<file path="config.mk">
export PLATFORM = sky130hd
export DESIGN_NAME = regbus_fabric
export DESIGN_NICKNAME = d
export VERILOG_FILES = /design/src/rtl/regbus_pkg.sv /design/src/rtl/regbus_errlog.sv /design/src/rtl/regbus_fabric.sv
export SDC_FILE = /design/constraint.sdc
export NUM_CORES = 1
export LEC_CHECK = 0
export CORE_ASPECT_RATIO = 1.75
export CORE_MARGIN = 2
export CORE_UTILIZATION = 40
export CTS_CLUSTER_DIAMETER = 200
export CTS_CLUSTER_SIZE = 24
export DETAILED_ROUTE_END_ITERATION = 6
export PLACE_DENSITY = 0.87
export SLEW_MARGIN = 20
export SYNTH_ARGS = -nofsm -noshare
export SYNTH_HDL_FRONTEND = slang
export SYNTH_SLANG_ARGS = --single-unit
</file>
<file path="constraint.sdc">
create_clock -name clk -period 2.91 [get_ports clk]
set_clock_uncertainty 0.1 [all_clocks]
set_input_delay 0.291 -clock clk [delete_from_list [all_inputs] [get_ports clk]]
set_output_delay 0.291 -clock clk [all_outputs]
set_load 0.1 [all_outputs]
</file>
<file path="src/rtl/regbus_pkg.sv">
// Shared types and constants for the register-bus fabric: FSM states, default
// response data and error-log word offsets.
package regbus_pkg;

  typedef enum logic [1:0] {
    IDLE   = 2'd0,
    ACCESS = 2'd1,
    RESP   = 2'd2
  } state_e;

  localparam logic [31:0] UNMAP_DATA_DEF = 32'hffff_ffff;
  localparam logic [31:0] TOUT_DATA_DEF  = 32'hdead_beef;

  localparam int ERRLOG_WORD0 = 0;
  localparam int ERRLOG_WORD1 = 1;

endpackage

</file>
<file path="src/rtl/regbus_errlog.sv">
// Error log for the register-bus fabric: saturating error counter, last failing
// address and sticky overrun flag. Instantiated only with REGBUS_ERRLOG_EN.
module regbus_errlog (
  input  logic        clk,
  input  logic        reset,
  input  logic        i_clear,
  input  logic        i_log,
  input  logic [11:0] i_addr,
  input  logic        i_ovr,
  output logic [31:0] o_word0,
  output logic [31:0] o_word1
);

  logic        r_ovr;
  logic [15:0] r_err_count;
  logic [11:0] r_err_addr;

  always_ff @(posedge clk) begin
    if (reset || i_clear) begin
      r_ovr       <= 1'b0;
      r_err_count <= '0;
      r_err_addr  <= '0;
    end else begin
      if (i_ovr) r_ovr <= 1'b1;
      if (i_log) begin
        if (r_err_count != 16'hffff) r_err_count <= r_err_count + 16'd1;
        r_err_addr <= i_addr;
      end
    end
  end

  assign o_word0 = {r_ovr, 15'b0, r_err_count};
  assign o_word1 = {20'b0, r_err_addr};

endmodule

</file>
<file path="src/rtl/regbus_fabric.sv">
// Register-bus interconnect: one master to 2**SEL_BITS slaves with timeout and
// unmapped-slot handling. Optional error-log slot enabled by REGBUS_ERRLOG_EN.
module regbus_fabric import regbus_pkg::*; #(
  parameter int                          AW         = 12,
  parameter int                          SEL_BITS   = 2,
  parameter logic [(2**SEL_BITS)-1:0]    SLOT_MASK  = 4'b0111,
  parameter int                          TIMEOUT    = 64,
  parameter logic [31:0]                 UNMAP_DATA = UNMAP_DATA_DEF,
  parameter logic [31:0]                 TOUT_DATA  = TOUT_DATA_DEF
) (
  input  logic                          clk,
  input  logic                          reset,
  input  logic                          m_valid,
  input  logic                          m_wr,
  input  logic [AW-1:0]                 m_addr,
  input  logic [31:0]                   m_wdata,
  output logic [31:0]                   m_rdata,
  output logic                          m_ready,
  output logic                          m_err,
  output logic                          m_busy,
  output logic [(2**SEL_BITS)-1:0]      s_valid,
  output logic                          s_wr,
  output logic [AW-SEL_BITS-1:0]        s_addr,
  output logic [31:0]                   s_wdata,
  input  logic [32*(2**SEL_BITS)-1:0]   s_rdata,
  input  logic [(2**SEL_BITS)-1:0]      s_ready
);

  localparam int N_SLOTS = 2**SEL_BITS;
  localparam int SAW     = AW - SEL_BITS;
  localparam int CW      = $clog2(TIMEOUT + 1);

  state_e                r_state, w_state_nxt;
  logic [SEL_BITS-1:0]   r_slot;
  logic [SAW-1:0]        r_addr_lo;
  logic                  r_wr;
  logic [31:0]           r_wdata;
  logic [N_SLOTS-1:0]    r_s_valid;
  logic [CW-1:0]         r_cnt;
  logic                  r_busy, r_err_pend, r_m_ready, r_m_err;
  logic [31:0]           r_m_rdata;

  logic [SEL_BITS-1:0]   w_req_slot;
  logic                  w_mapped, w_log_hit, w_accept, w_done_ok, w_done_tout;
  logic [31:0]           w_log_rdata;

  assign w_req_slot = m_addr[AW-1 -: SEL_BITS];
  assign w_mapped   = SLOT_MASK[w_req_slot];

`ifdef REGBUS_ERRLOG_EN
  logic [31:0] w_word0, w_word1;
  logic        w_log_event;
  logic [11:0] w_log_addr;

  if (SLOT_MASK[N_SLOTS-1]) begin : g_bad_mask
    $error("regbus_fabric: error-log slot must be clear in SLOT_MASK");
  end

  assign w_log_hit   = &w_req_slot;
  assign w_log_event = (w_accept && !w_mapped && !w_log_hit) || w_done_tout;
  assign w_log_addr  = w_done_tout ? 12'({r_slot, r_addr_lo}) : 12'(m_addr);

  always_comb begin
    w_log_rdata = '0;
    if (!m_wr) begin
      if (m_addr[SAW-1:0] == SAW'(ERRLOG_WORD0))      w_log_rdata = w_word0;
      else if (m_addr[SAW-1:0] == SAW'(ERRLOG_WORD1)) w_log_rdata = w_word1;
    end
  end

  regbus_errlog u_errlog (
    .clk     (clk),
    .reset   (reset),
    .i_clear (w_accept && w_log_hit && m_wr),
    .i_log   (w_log_event),
    .i_addr  (w_log_addr),
    .i_ovr   (m_valid && r_busy),
    .o_word0 (w_word0),
    .o_word1 (w_word1)
  );
`else
  assign w_log_hit   = 1'b0;
  assign w_log_rdata = '0;
`endif

  // NOTE: every output of a combinational block gets a default first so no latch is inferred.
  always_comb begin
    w_state_nxt = r_state;
    w_accept    = 1'b0;
    w_done_ok   = 1'b0;
    w_done_tout = 1'b0;
    case (r_state)
      IDLE: if (m_valid) begin
        w_accept    = 1'b1;
        w_state_nxt = w_mapped ? ACCESS : RESP;
      end
      ACCESS: if (s_ready[r_slot]) begin
        w_done_ok   = 1'b1;
        w_state_nxt = RESP;
      end else if (r_cnt == CW'(TIMEOUT - 1)) begin
        w_done_tout = 1'b1;
        w_state_nxt = RESP;
      end
      RESP:    w_state_nxt = IDLE;
      default: w_state_nxt = IDLE;
    endcase
  end

  // NOTE: sequential state uses non-blocking assignments so all registers update from pre-edge values.
  always_ff @(posedge clk) begin
    if (reset) r_state <= IDLE;
    else       r_state <= w_state_nxt;
  end

  always_ff @(posedge clk) begin
    if (reset) begin
      r_slot     <= '0;
      r_addr_lo  <= '0;
      r_wr       <= 1'b0;
      r_wdata    <= '0;
      r_s_valid  <= '0;
      r_cnt      <= '0;
      r_busy     <= 1'b0;
      r_err_pend <= 1'b0;
      r_m_ready  <= 1'b0;
      r_m_err    <= 1'b0;
      r_m_rdata  <= '0;
    end else begin
      r_m_ready <= (r_state == RESP);
      r_m_err   <= (r_state == RESP) && r_err_pend;
      if (r_state == RESP) begin
        r_busy <= 1'b0;
        r_cnt  <= '0;
      end
      if (r_state == ACCESS) r_cnt <= r_cnt + CW'(1);
      if (w_accept) begin
        r_slot     <= w_req_slot;
        r_addr_lo  <= m_addr[SAW-1:0];
        r_wr       <= m_wr;
        r_wdata    <= m_wdata;
        r_busy     <= 1'b1;
        r_err_pend <= !w_mapped && !w_log_hit;
        if (w_mapped)       r_s_valid <= N_SLOTS'(1) << w_req_slot;
        else if (w_log_hit) r_m_rdata <= w_log_rdata;
        else                r_m_rdata <= UNMAP_DATA;
      end
      if (w_done_ok) begin
        r_s_valid  <= '0;
        r_m_rdata  <= r_wr ? 32'd0 : s_rdata[32*r_slot +: 32];
        r_err_pend <= 1'b0;
      end
      if (w_done_tout) begin
        r_s_valid  <= '0;
        r_m_rdata  <= TOUT_DATA;
        r_err_pend <= 1'b1;
      end
    end
  end

  assign m_rdata = r_m_rdata;
  assign m_ready = r_m_ready;
  assign m_err   = r_m_err;
  assign m_busy  = r_busy;
  assign s_valid = r_s_valid;
  assign s_wr    = r_wr;
  assign s_addr  = r_addr_lo;
  assign s_wdata = r_wdata;

endmodule

</file>
**Word-level counts from Yosys, hierarchy flattened**

Index checks and enable logic that the tools add are counted.

- Register bits after elaboration: 94
- Input bits: 180

- Reduce and logical (&&, ||, !) cells: 13
- Muxes and demuxes: 28
- Order comparisons: 2
- $add $sub $neg: 1
- Shifts and indexed selects: 2
- Eq/ne operators: 7

Operators by type and width:

| operator | number |
|---|---|
| 32-bit 2-to-1 mux | 5 |
| 128-bit by 8-bit indexed part select with 32-bit output | 1 |
| 1-bit 2-to-1 mux | 14 |
| 7-bit 2-to-1 mux | 2 |
| 2-bit 2-to-1 mux | 4 |
| 2-bit AND reduction | 4 |
| 7-bit by 1-bit adder with 7-bit output, second input constant | 1 |
| 7-bit by 6-bit equality test with 1-bit output, second input constant | 1 |
| 2-bit by 3-bit < comparator with 1-bit output, second input constant | 2 |
| 2-bit nonzero test | 3 |
| 1-bit binary-select mux with 2-bit select | 2 |
| 2-bit one-hot mux with 2 select lines | 1 |
| 1-bit by 2-bit left shift with 4-bit output, first input constant | 1 |
| 3-bit by 1-bit != test with 1-bit output, second input constant | 1 |
| 3-bit != test, second input constant | 1 |
| 3-bit nonzero test | 1 |
| 3-bit OR reduction | 1 |
| 2-bit by 1-bit equality test with 1-bit output, second input constant | 1 |
| 2-bit equality test, second input constant | 1 |
| 2-bit logical NOT | 1 |
| 2-bit by 1-bit != test with 1-bit output, second input constant | 1 |
| 2-bit != test, second input constant | 1 |
| 2-bit OR reduction | 1 |
| 1-bit logical AND | 1 |
| 1-bit logical NOT | 1 |

**Logic depth before layout (Yosys ltp)**

Gate-level depths: netlist (run 1).

- Word-level depth: 6
- Depth in mapped cells: 7
- Depth with buffers taken out: 6

**Worst setup path before layout (run 1)**

OpenSTA, ideal clock, no wires.

- Kind: register to register
- Start point: register r_slot[0]
- End point: register r_s_valid[1], in the netlist s_valid[1]
- Data arrival time: 1.761 ns
- Clock period less this slack: 1.981 ns
- Stages on the path, launching flop included: 6
- Library setup time: 0.120 ns
- Required time: 2.690 ns
- Path slack: 0.929 ns
- Path buffers: 1
- Cell sequence: dfxtp_1 buf_6 mux4_2 o41ai_4 nand2b_1 nor3_1

- Longest elaborated chain between the ends: 5

Ends and longest elaborated chain:

| item | line | source |
|---|---|---|
| start: declaration | regbus_fabric.sv:34 | `logic [SEL_BITS-1:0] r_slot;` |
| start signal: assignment | regbus_fabric.sv:137 | `r_slot <= w_req_slot;` |
| 1-bit binary-select mux with 2-bit select (*) | regbus_fabric.sv:97 | `ACCESS: if (s_ready[r_slot]) begin` |
| 1-bit 2-to-1 mux (not written as such) (*) | regbus_fabric.sv:97 |  |
| 1-bit 2-to-1 mux | regbus_fabric.sv:97 |  |
| 1-bit 2-to-1 mux | regbus_fabric.sv:92 | `case (r_state)` |
| 3-bit OR reduction (no line) (*) | - |  |
| end signal: assignment | regbus_fabric.sv:143 | `if (w_mapped) r_s_valid <= N_SLOTS'(1) << w_req_slot;` |
| end: declaration | regbus_fabric.sv:38 | `logic [N_SLOTS-1:0] r_s_valid;` |

Every way passes the cells marked *; elsewhere a longest branch is shown, timed or not. The select of a mux whose other input is x is not followed.
A chain may end at the register's enable or synchronous reset.

**Final worst setup path (run 1)**

- Start point: input port s_ready[2]
- End point: register r_m_rdata[10], in the netlist m_rdata[10]

- Longest elaborated chain between the ends: 6

Ends and longest elaborated chain:

| item | line | source |
|---|---|---|
| start: declaration | regbus_fabric.sv:26 | `input logic [(2**SEL_BITS)-1:0] s_ready` |
| 1-bit binary-select mux with 2-bit select (*) | regbus_fabric.sv:97 |  |
| 1-bit 2-to-1 mux (not written as such) (*) | regbus_fabric.sv:97 |  |
| 1-bit 2-to-1 mux | regbus_fabric.sv:97 |  |
| 1-bit 2-to-1 mux | regbus_fabric.sv:92 |  |
| 3-bit by 1-bit != test with 1-bit output (no line) (tied with other cells) | - |  |
| 2-bit AND reduction (no line) / 32-bit 2-to-1 mux (equally long branches) | - |  |
| end signal: assignment | regbus_fabric.sv:144 | `else if (w_log_hit) r_m_rdata <= w_log_rdata;` |
| end signal: assignment | regbus_fabric.sv:149 | `r_m_rdata <= r_wr ? 32'd0 : s_rdata[32*r_slot +: 32];` |
| end: declaration | regbus_fabric.sv:41 | `logic [31:0] r_m_rdata;` |

Marks and branches as above.

==> flow_summary.html, run 1 <==
<table>
<tr><th>Metric</th><th>Value</th></tr>
<tr><th colspan="2">Outcome</th></tr>
<tr><td>Run status</td><td>complete, no violations</td></tr>
<tr><th colspan="2">Floorplanning</th></tr>
<tr><td>Die Outline Area</td><td>11,600 sq um</td></tr>
<tr><td>Area of the placeable core</td><td>10,600 sq um</td></tr>
<tr><td>Die width</td><td>82.4 um</td></tr>
<tr><td>Starting Density</td><td>40.7%</td></tr>
<tr><td>Number of top-level pins</td><td>262</td></tr>
<tr><td>Height of the die</td><td>141 um</td></tr>
<tr><td>Row Count</td><td>50</td></tr>
<tr><th colspan="2">Timing</th></tr>
<tr><td>Highest Clock Rate</td><td>0.488 GHz</td></tr>
<tr><td>RSZ-0062 raised after global routing</td><td>no</td></tr>
<tr><td>Max-slew violations</td><td>0</td></tr>
<tr><td>Finish-stage setup viols</td><td>0</td></tr>
<tr><td>Actual transition at the worst max-transition pin</td><td>1.00 ns</td></tr>
<tr><td>Period utilization</td><td>70.4%</td></tr>
<tr><td>Total Negative Setup Slacks</td><td>0 ns</td></tr>
<tr><td>Worst slew margin relative to its limit</td><td>33.0%</td></tr>
<tr><td>Minimum setup slack in the final design</td><td>0.863 ns</td></tr>
<tr><td>Hold violation total from the final report</td><td>0</td></tr>
<tr><td>Minimum clock period</td><td>2.05 ns</td></tr>
<tr><th colspan="2">Synthesis</th></tr>
<tr><td>Syn Area/Cell</td><td>9.22 sq um</td></tr>
<tr><td>Top FF cell, synth</td><td>sky130_fd_sc_hd__dfxtp_1</td></tr>
<tr><td>Count of warnings emitted by yosys</td><td>0</td></tr>
<tr><td>Seq/Total Area, Yosys</td><td>43.7%</td></tr>
<tr><td>Async set-reset flop share out of synthesis</td><td>0%</td></tr>
<tr><td>Mapped Nets</td><td>651</td></tr>
<tr><td>Yosys reg bits</td><td>94</td></tr>
<tr><td>Area of the mapped netlist</td><td>4300 sq um</td></tr>
<tr><td>Distinct cells, synth</td><td>30</td></tr>
<tr><td>Post-Syn Instances</td><td>467</td></tr>
<tr><td>Number of synthesized flops with an enable pin</td><td>0</td></tr>
<tr><th colspan="2">Placement</th></tr>
<tr><td>Post-place setup slack</td><td>0.531 ns</td></tr>
<tr><td>Weighted congestion reported at the end of routability-driven placement</td><td>0.828</td></tr>
<tr><td>HPWL after DPL</td><td>11.5 mm</td></tr>
<tr><td>PortBufs</td><td>261</td></tr>
<tr><td>Cell count after placement</td><td>830</td></tr>
<tr><th colspan="2">Setup path</th></tr>
<tr><td>CP Data Arrival Time</td><td>2.18 ns</td></tr>
<tr><td>Number of cells on the worst reg-to-reg path</td><td>4</td></tr>
<tr><td>Minimum setup slack among reg-to-reg paths</td><td>0.90 ns</td></tr>
<tr><td>Crit end category</td><td>flop</td></tr>
<tr><td>Master of the slowest instance on the critical path</td><td>sky130_fd_sc_hd__mux4_2</td></tr>
<tr><td>Req. time, crit path</td><td>3.04 ns</td></tr>
<tr><td>Sequence of cells on the critical path</td><td>clkdlybuf4s50_1 &gt; mux4_2 &gt; nand2_1 &gt; buf_4 &gt; a21oi_1 &gt; a211oi_1</td></tr>
<tr><td>Crit Path Max Fanout</td><td>32</td></tr>
<tr><td>Critical path launch point type</td><td>input pin</td></tr>
<tr><td>Longest individual stage delay on the worst path</td><td>0.56 ns</td></tr>
<tr><td>Crit Path Category</td><td>in -&gt; reg</td></tr>
<tr><th colspan="2">Global route</th></tr>
<tr><td>Wire length of the first global-routing pass</td><td>21.9 mm</td></tr>
<tr><td>Overall routing resource usage</td><td>24.8%</td></tr>
<tr><td>Via count of the first global-routing pass</td><td>4,520</td></tr>
<tr><td>Aggregate global routing overflow</td><td>0</td></tr>
<tr><td>Pin count of the biggest net entering global routing</td><td>76</td></tr>
<tr><td>Initial antenna violation count</td><td>0</td></tr>
<tr><th colspan="2">CTS</th></tr>
<tr><td>CTS-repair resized insts</td><td>0</td></tr>
<tr><td>Total clock sinks</td><td>94</td></tr>
<tr><td>Number of buffers created by CTS</td><td>9</td></tr>
<tr><td>Cell at the root of the clock tree</td><td>sky130_fd_sc_hd__clkbuf_16</td></tr>
<tr><td>Clk_lat worst skew</td><td>0.33 ns</td></tr>
<tr><td>Count of hold buffers inserted by post-cts repair</td><td>0</td></tr>
<tr><td>Post-CTS clock slew at the launch and capture registers of the worst setup and hold paths</td><td>0.06 ns</td></tr>
<tr><td>Setup Fix Bufs, Post-CTS</td><td>0</td></tr>
<tr><td>H-tree levels</td><td>3</td></tr>
<tr><td>CTS Buffer Depth</td><td>2</td></tr>
<tr><td>CTS tree</td><td>built</td></tr>
<tr><th colspan="2">Hold path</th></tr>
<tr><td>Worst Hold Path Cells</td><td>4</td></tr>
<tr><td>Hold Crit Class</td><td>in -&gt; reg</td></tr>
<tr><th colspan="2">Finish</th></tr>
<tr><td>Layout net count</td><td>895</td></tr>
<tr><td>Post-route insts no fill</td><td>846</td></tr>
<tr><td>Layout overhead on the synthesized area</td><td>65.0%</td></tr>
<tr><td>Layout cells sized above 1</td><td>19.8%</td></tr>
<tr><td>Diode count</td><td>0</td></tr>
<tr><th colspan="2">Run</th></tr>
<tr><td>Max-capacitance violation count</td><td>0</td></tr>
<tr><th colspan="2">Pwr</th></tr>
<tr><td>Leakage power summed over all cells</td><td>2.78 nW</td></tr>
<tr><td>Power density normalized to cell area</td><td>627 nW/um^2</td></tr>
<tr><td>Post-layout total power</td><td>4.45 mW</td></tr>
<tr><td>Worst-case vdd ir drop</td><td>401 uV</td></tr>
<tr><th colspan="2">Drt</th></tr>
<tr><td>Post-detailed-route DRC marker count</td><td>0</td></tr>
<tr><td>Drt first-iter violations</td><td>149</td></tr>
<tr><td>Detailed-route vias per instance</td><td>5.23</td></tr>
<tr><td>Average wire length per cell after detail routing</td><td>17.2 um</td></tr>
<tr><td>Total routed wirelength</td><td>14.6 mm</td></tr>
<tr><td>Antenna Nets Post-Route</td><td>0</td></tr>
<tr><td>DRT Pass-1 Iters</td><td>4</td></tr>
<tr><td>Via total after detailed routing</td><td>4,427</td></tr>
</table>
==> power breakdown <==
part	switching, mW	internal, mW	total [mW]
Sequential	0.0684	1.41	1.47
Clock	0.504	0.761	1.27
Combinational	1.17	0.547	1.71
==> placed cells by master (no fill, tap or decap), drive strengths merged <==
cell type and n:
or3 2, and2 2, o41ai 1, clkinv 3, ha 4, nor3 10
nand2b 5, buf 91, a21oi 85, nor2b 3, and3 1, a211oi 25
nand4 4, nor2 18, nand3b 1, clkdlybuf4s50 178, o211a 1, nand2 98
o32ai 1, clkbuf 10, a311o 1, and4 2, nand3 3, inv 30
xor2 4, a21o 3, o21ai 1, dfxtp 94, bufinv 2, mux4 33
==> cell families (layout without fill, tap and decap cells) <==
kind of cell               after synthesis  after routing  share of synthesized area [%]
AOI/OAI and AO/OA                      118            118                           16.3
xor gates and xnor gates                 4              4                          0.814
adders and majority gates                4              4                           1.16
muxes                                   33             33                           17.3
and+or+nand+nor                        149            149                           14.7
DFF                                     94             94                           43.7
buffers and inverters                   65            314                           6.08
==> registers in the layout (all words and copies together) (netlist names) <==
name        flops
r_state         2
r_slot          2
s_wr            1
s_wdata        32
m_err           1
m_ready         1
s_valid         4
r_cnt           7
m_rdata        32
s_addr         10
m_busy          1
r_err_pend      1
==> critical path: cells and delay by family <==
family	cells	cell delay [ns]
AO/OA/AOI/OAI	2	0.39
buffers and inverters	2	0.78
AND/OR/NAND/NOR	1	0.15
multiplexers	1	0.56
==> metal layers <==
metal	global-route usage, %	part of all wire [%]	vias up
met2	44.0	52	224
met1	24.2	34	2020
met4	16.1	5.6	0
met5	0	0	-
li1	-	-	2127
met3	6.47	8.4	56
==> worst paths after layout <==
check	start	to
min reg2reg	s_valid[3]	s_valid[3]
max	s_ready[2]	m_rdata[10]
max reg2reg	r_slot[0]	m_rdata[13]
min	reset	r_err_pend
==> synthesized netlist by cell type (all sizes together) (4+ instances only) <==
cell | count | area share, %
nor3 | 10 | 1.2
buf | 14 | 1.6
dfxtp | 94 | 44
ha | 4 | 1.2
nand2 | 98 | 8.5
nor2 | 18 | 1.6
nand2b | 5 | 0.73
inv | 29 | 2.5
a211oi | 25 | 4.4
a21oi | 85 | 10
xor2 | 4 | 0.81
nand4 | 4 | 0.58
mux4 | 33 | 17
clkbuf | 22 | 1.9
==> area by class of cell <==
class	count	area (sq um)
well taps	130	163
clock inverters	6	95.1
clock buffers	10	229
fillers	818	3470
flip-flops and latches	94	1880
repair buffers	269	2460
multi-input cells	308	2160
inverters	29	109
==> per-stage QoR <==
step	hold slack, ns	util, %	cell area [sq um]
2_1_floorplan	0.270	-	4300
3_3_place_gp	0.332	64.1	6780
3_5_place_dp	0.336	64.1	6780
4_1_cts	0.208	67.2	7100
5_1_grt	0.248	67.2	7100
6_report	0.214	67.2	7100
Power figures use the tool's default switching activity.
==> run 2, diff against run 1 <==
Settings changed: CORE_UTILIZATION 40 to 34, PLACE_DENSITY 0.87 to 0.78.
Clock period 2.91 ns to 1.7 ns, I/O delays scaled along.
==> run 2 against run 1 <==
Against the previous run: the run now ends with negative setup slack left; clock power rose by 57%; sequential power is 78% higher; cell count grew 6.0%; first-iteration DRC count increased by 55%; largest cell class unchanged; largest power group unchanged.
==> flow_summary.html, run 2 (synthesis results as in run 1) <==
<table>
<tr><th>Metric</th><th>Value</th></tr>
<tr><th colspan="2">Global route</th></tr>
<tr><td>GR Util met2</td><td>42.6% (-1.4 points)</td></tr>
<tr><td>Pin count of the biggest net entering global routing</td><td>76 (unchanged)</td></tr>
<tr><td>Most utilized layer in the global route result</td><td>met2</td></tr>
<tr><td>Initial antenna violation count</td><td>0 (unchanged)</td></tr>
<tr><td>Via count of the first global-routing pass</td><td>4,757 (+5.2%)</td></tr>
<tr><td>Met3 usage</td><td>5.35% (-1.1 points)</td></tr>
<tr><td>Overall routing resource usage</td><td>22.8% (-2.0 points)</td></tr>
<tr><td>Met1 usage</td><td>23.0% (-1.1 points)</td></tr>
<tr><td>Aggregate global routing overflow</td><td>0 (unchanged)</td></tr>
<tr><td>Wire length of the first global-routing pass</td><td>24.1 mm (+10%)</td></tr>
<tr><th colspan="2">Placement</th></tr>
<tr><td>Weighted congestion reported at the end of routability-driven placement</td><td>0.887 (+7.2%)</td></tr>
<tr><td>PortBufs</td><td>261 (unchanged)</td></tr>
<tr><td>HPWL after DPL</td><td>12.7 mm (+10%)</td></tr>
<tr><td>Post-DP Area</td><td>8040 sq um (+19%)</td></tr>
<tr><td>Post-place setup slack</td><td>-0.321 ns (-0.852 ns)</td></tr>
<tr><th colspan="2">CTS</th></tr>
<tr><td>Clk_lat worst skew</td><td>0.34 ns (about the same)</td></tr>
<tr><td>H-tree levels</td><td>3 (unchanged)</td></tr>
<tr><td>Post-CTS clock slew at the launch and capture registers of the worst setup and hold paths</td><td>0.06 ns (about the same)</td></tr>
<tr><td>Cell at the root of the clock tree</td><td>sky130_fd_sc_hd__clkbuf_16</td></tr>
<tr><td>Total clock sinks</td><td>94 (unchanged)</td></tr>
<tr><td>CTS tree</td><td>built</td></tr>
<tr><td>Number of buffers created by CTS</td><td>9 (unchanged)</td></tr>
<tr><td>CTS Buffer Depth</td><td>2 (unchanged)</td></tr>
<tr><td>Count of hold buffers inserted by post-cts repair</td><td>0 (unchanged)</td></tr>
<tr><th colspan="2">Finish</th></tr>
<tr><td>Most common cell after layout, fill and taps aside</td><td>sky130_fd_sc_hd__clkdlybuf4s50_1</td></tr>
<tr><td>Highest-count cells in the layout ignoring fill and taps</td><td>178 x sky130_fd_sc_hd__clkdlybuf4s50_1, 97 x sky130_fd_sc_hd__nand2_1, 92 x sky130_fd_sc_hd__dfxtp_1, 89 x sky130_fd_sc_hd__buf_12, 83 x sky130_fd_sc_hd__a21oi_1</td></tr>
<tr><td>Final cell area excluding filler cells</td><td>8400 sq um (+18%)</td></tr>
<tr><td>Layout overhead on the synthesized area</td><td>95.2%</td></tr>
<tr><td>Layout fillers</td><td>940 (+15%)</td></tr>
<tr><td>Area used by multi-input combinational logic</td><td>2220 sq um (+2.7%)</td></tr>
<tr><td>Layout net count</td><td>908 (+1.5%)</td></tr>
<tr><td>Diode count</td><td>0 (unchanged)</td></tr>
<tr><td>Layout cells sized above 1</td><td>23.5% (+3.6 points)</td></tr>
<tr><td>Register area</td><td>1890 sq um (+0.20%)</td></tr>
<tr><th colspan="2">Timing</th></tr>
<tr><td>Worst Hold Slack</td><td>0.144 ns (-0.0702 ns)</td></tr>
<tr><td>Hold violation total from the final report</td><td>0 (unchanged)</td></tr>
<tr><td>Actual transition at the worst max-transition pin</td><td>0.348 ns (-0.656 ns)</td></tr>
<tr><td>RSZ-0062 raised after global routing</td><td>yes</td></tr>
<tr><td>Max-slew violations</td><td>0 (unchanged)</td></tr>
<tr><td>Minimum setup slack in the final design</td><td>-0.142 ns (-1.00 ns)</td></tr>
<tr><td>Period utilization</td><td>108%</td></tr>
<tr><td>Finish-stage setup viols</td><td>38 (+38)</td></tr>
<tr><td>Minimum clock period</td><td>1.84 ns</td></tr>
<tr><td>Worst slew margin relative to its limit</td><td>76.8% (+44 points)</td></tr>
<tr><td>Highest Clock Rate</td><td>0.543 GHz</td></tr>
<tr><th colspan="2">Outcome</th></tr>
<tr><td>Violations in the final reports</td><td>negative setup slack</td></tr>
<tr><td>Run status</td><td>finished, violations left</td></tr>
<tr><th colspan="2">Drt</th></tr>
<tr><td>Total routed wirelength</td><td>15.9 mm (+8.7%)</td></tr>
<tr><td>Via total after detailed routing</td><td>4,477 (+1.1%)</td></tr>
<tr><td>Antenna Nets Post-Route</td><td>0 (unchanged)</td></tr>
<tr><td>DRT Pass-1 Iters</td><td>4 (unchanged)</td></tr>
<tr><td>Drt first-iter violations</td><td>231 (+55%)</td></tr>
<tr><td>Post-detailed-route DRC marker count</td><td>0 (unchanged)</td></tr>
<tr><td>Detailed-route vias per instance</td><td>4.99 (-4.6%)</td></tr>
<tr><td>Average wire length per cell after detail routing</td><td>17.7 um (+2.6%)</td></tr>
<tr><th colspan="2">Floorplanning</th></tr>
<tr><td>Die Outline Area</td><td>13,600 sq um (+17%)</td></tr>
<tr><td>Height of the die</td><td>153 um (+8.2%)</td></tr>
<tr><td>Row Count</td><td>54 (+8.0%)</td></tr>
<tr><td>Starting Density</td><td>34.6% (-6.1 points)</td></tr>
<tr><td>Die width</td><td>89.1 um (+8.1%)</td></tr>
<tr><td>Area of the placeable core</td><td>12,400 sq um (+18%)</td></tr>
<tr><td>Number of top-level pins</td><td>262 (unchanged)</td></tr>
<tr><th colspan="2">Setup path</th></tr>
<tr><td>Crit Path Category</td><td>reg -&gt; reg</td></tr>
<tr><td>CP Data Arrival Time</td><td>1.97 ns (-0.21 ns)</td></tr>
<tr><td>Critical path launch point type</td><td>flop</td></tr>
<tr><td>Crit end category</td><td>flop</td></tr>
<tr><td>Crit Path Max Fanout</td><td>8 (-75%)</td></tr>
<tr><td>Req. time, crit path</td><td>1.83 ns (-1.21 ns)</td></tr>
<tr><th colspan="2">Run</th></tr>
<tr><td>Max-capacitance violation count</td><td>0 (unchanged)</td></tr>
<tr><th colspan="2">Pwr</th></tr>
<tr><td>Worst-case vdd ir drop</td><td>601 uV (+50%)</td></tr>
<tr><td>Leakage power summed over all cells</td><td>3.13 nW (+13%)</td></tr>
<tr><td>Post-layout total power</td><td>8.15 mW (+83%)</td></tr>
<tr><td>Power density normalized to cell area</td><td>970 nW/um^2 (+55%)</td></tr>
<tr><th colspan="2">Hold path</th></tr>
<tr><td>Hold Crit Class</td><td>in -&gt; reg</td></tr>
</table>
-- run 2: metal layers --
| metal | vias up | routed length, um | share of wire (%) |
|---|---|---|---|
| li1 | 2147 | - | - |
| met5 | - | 0 | 0 |
| met1 | 2093 | 5190 | 33 |
| met3 | 45 | 1110 | 7.0 |
| met2 | 192 | 8990 | 57 |
| met4 | 0 | 573 | 3.6 |
-- run 2: power breakdown --
group	internal [mW]	switching (mW)
registers	2.41	0.212
clock network	1.14	0.862
logic	1.48	2.05
-- run 2: worst paths after layout --
path         depth (start not counted)  slack (ns)  startpoint          end
max reg2reg                          5       -0.14   r_slot[0]  m_rdata[14]
max                                  5       -0.14   r_slot[0]  m_rdata[14]
min                                  4        0.14       reset   r_err_pend
min reg2reg                          1        0.36  r_err_pend        m_err
-- run 2: what timing repair did --
action                     4_1_cts  5_1_grt
resized for setup                6        9
gates cloned                     0        0
setup endpoints to repair       38       74
pin swaps                        0        1
buffers inserted                 1        0
-- run 2: stage by stage --
stage | util, % | cells | TNS [ns]
after floorplan | - | 467 | -4.25
after global placement | 64.7 | 880 | -9.59
after detailed placement | 64.7 | 880 | -9.78
after CTS | 67.3 | 897 | -3.48
after global routing | 67.6 | 897 | -6.13
final | 67.6 | 897 | -4.33
-- run 2: layout make-up --
| type | instances | area share (%) |
|---|---|---|
| timing repair buffer | 282 | 43.8 |
| inverter | 29 | 1.30 |
| clock buffer | 9 | 2.68 |
| sequential | 94 | 22.5 |
| tap | 168 | 2.50 |
| clock inverter | 7 | 0.879 |
| multi-input combinational | 308 | 26.4 |
-- run 2: critical path, stage by stage (launching register included) --
cell and delay, ns:
sky130_fd_sc_hd__dfxtp_4 0.37, sky130_fd_sc_hd__mux4_2 0.58, sky130_fd_sc_hd__buf_6 0.16, sky130_fd_sc_hd__o41ai_4 0.23, sky130_fd_sc_hd__buf_4 0.22, sky130_fd_sc_hd__nor3_1 0.07
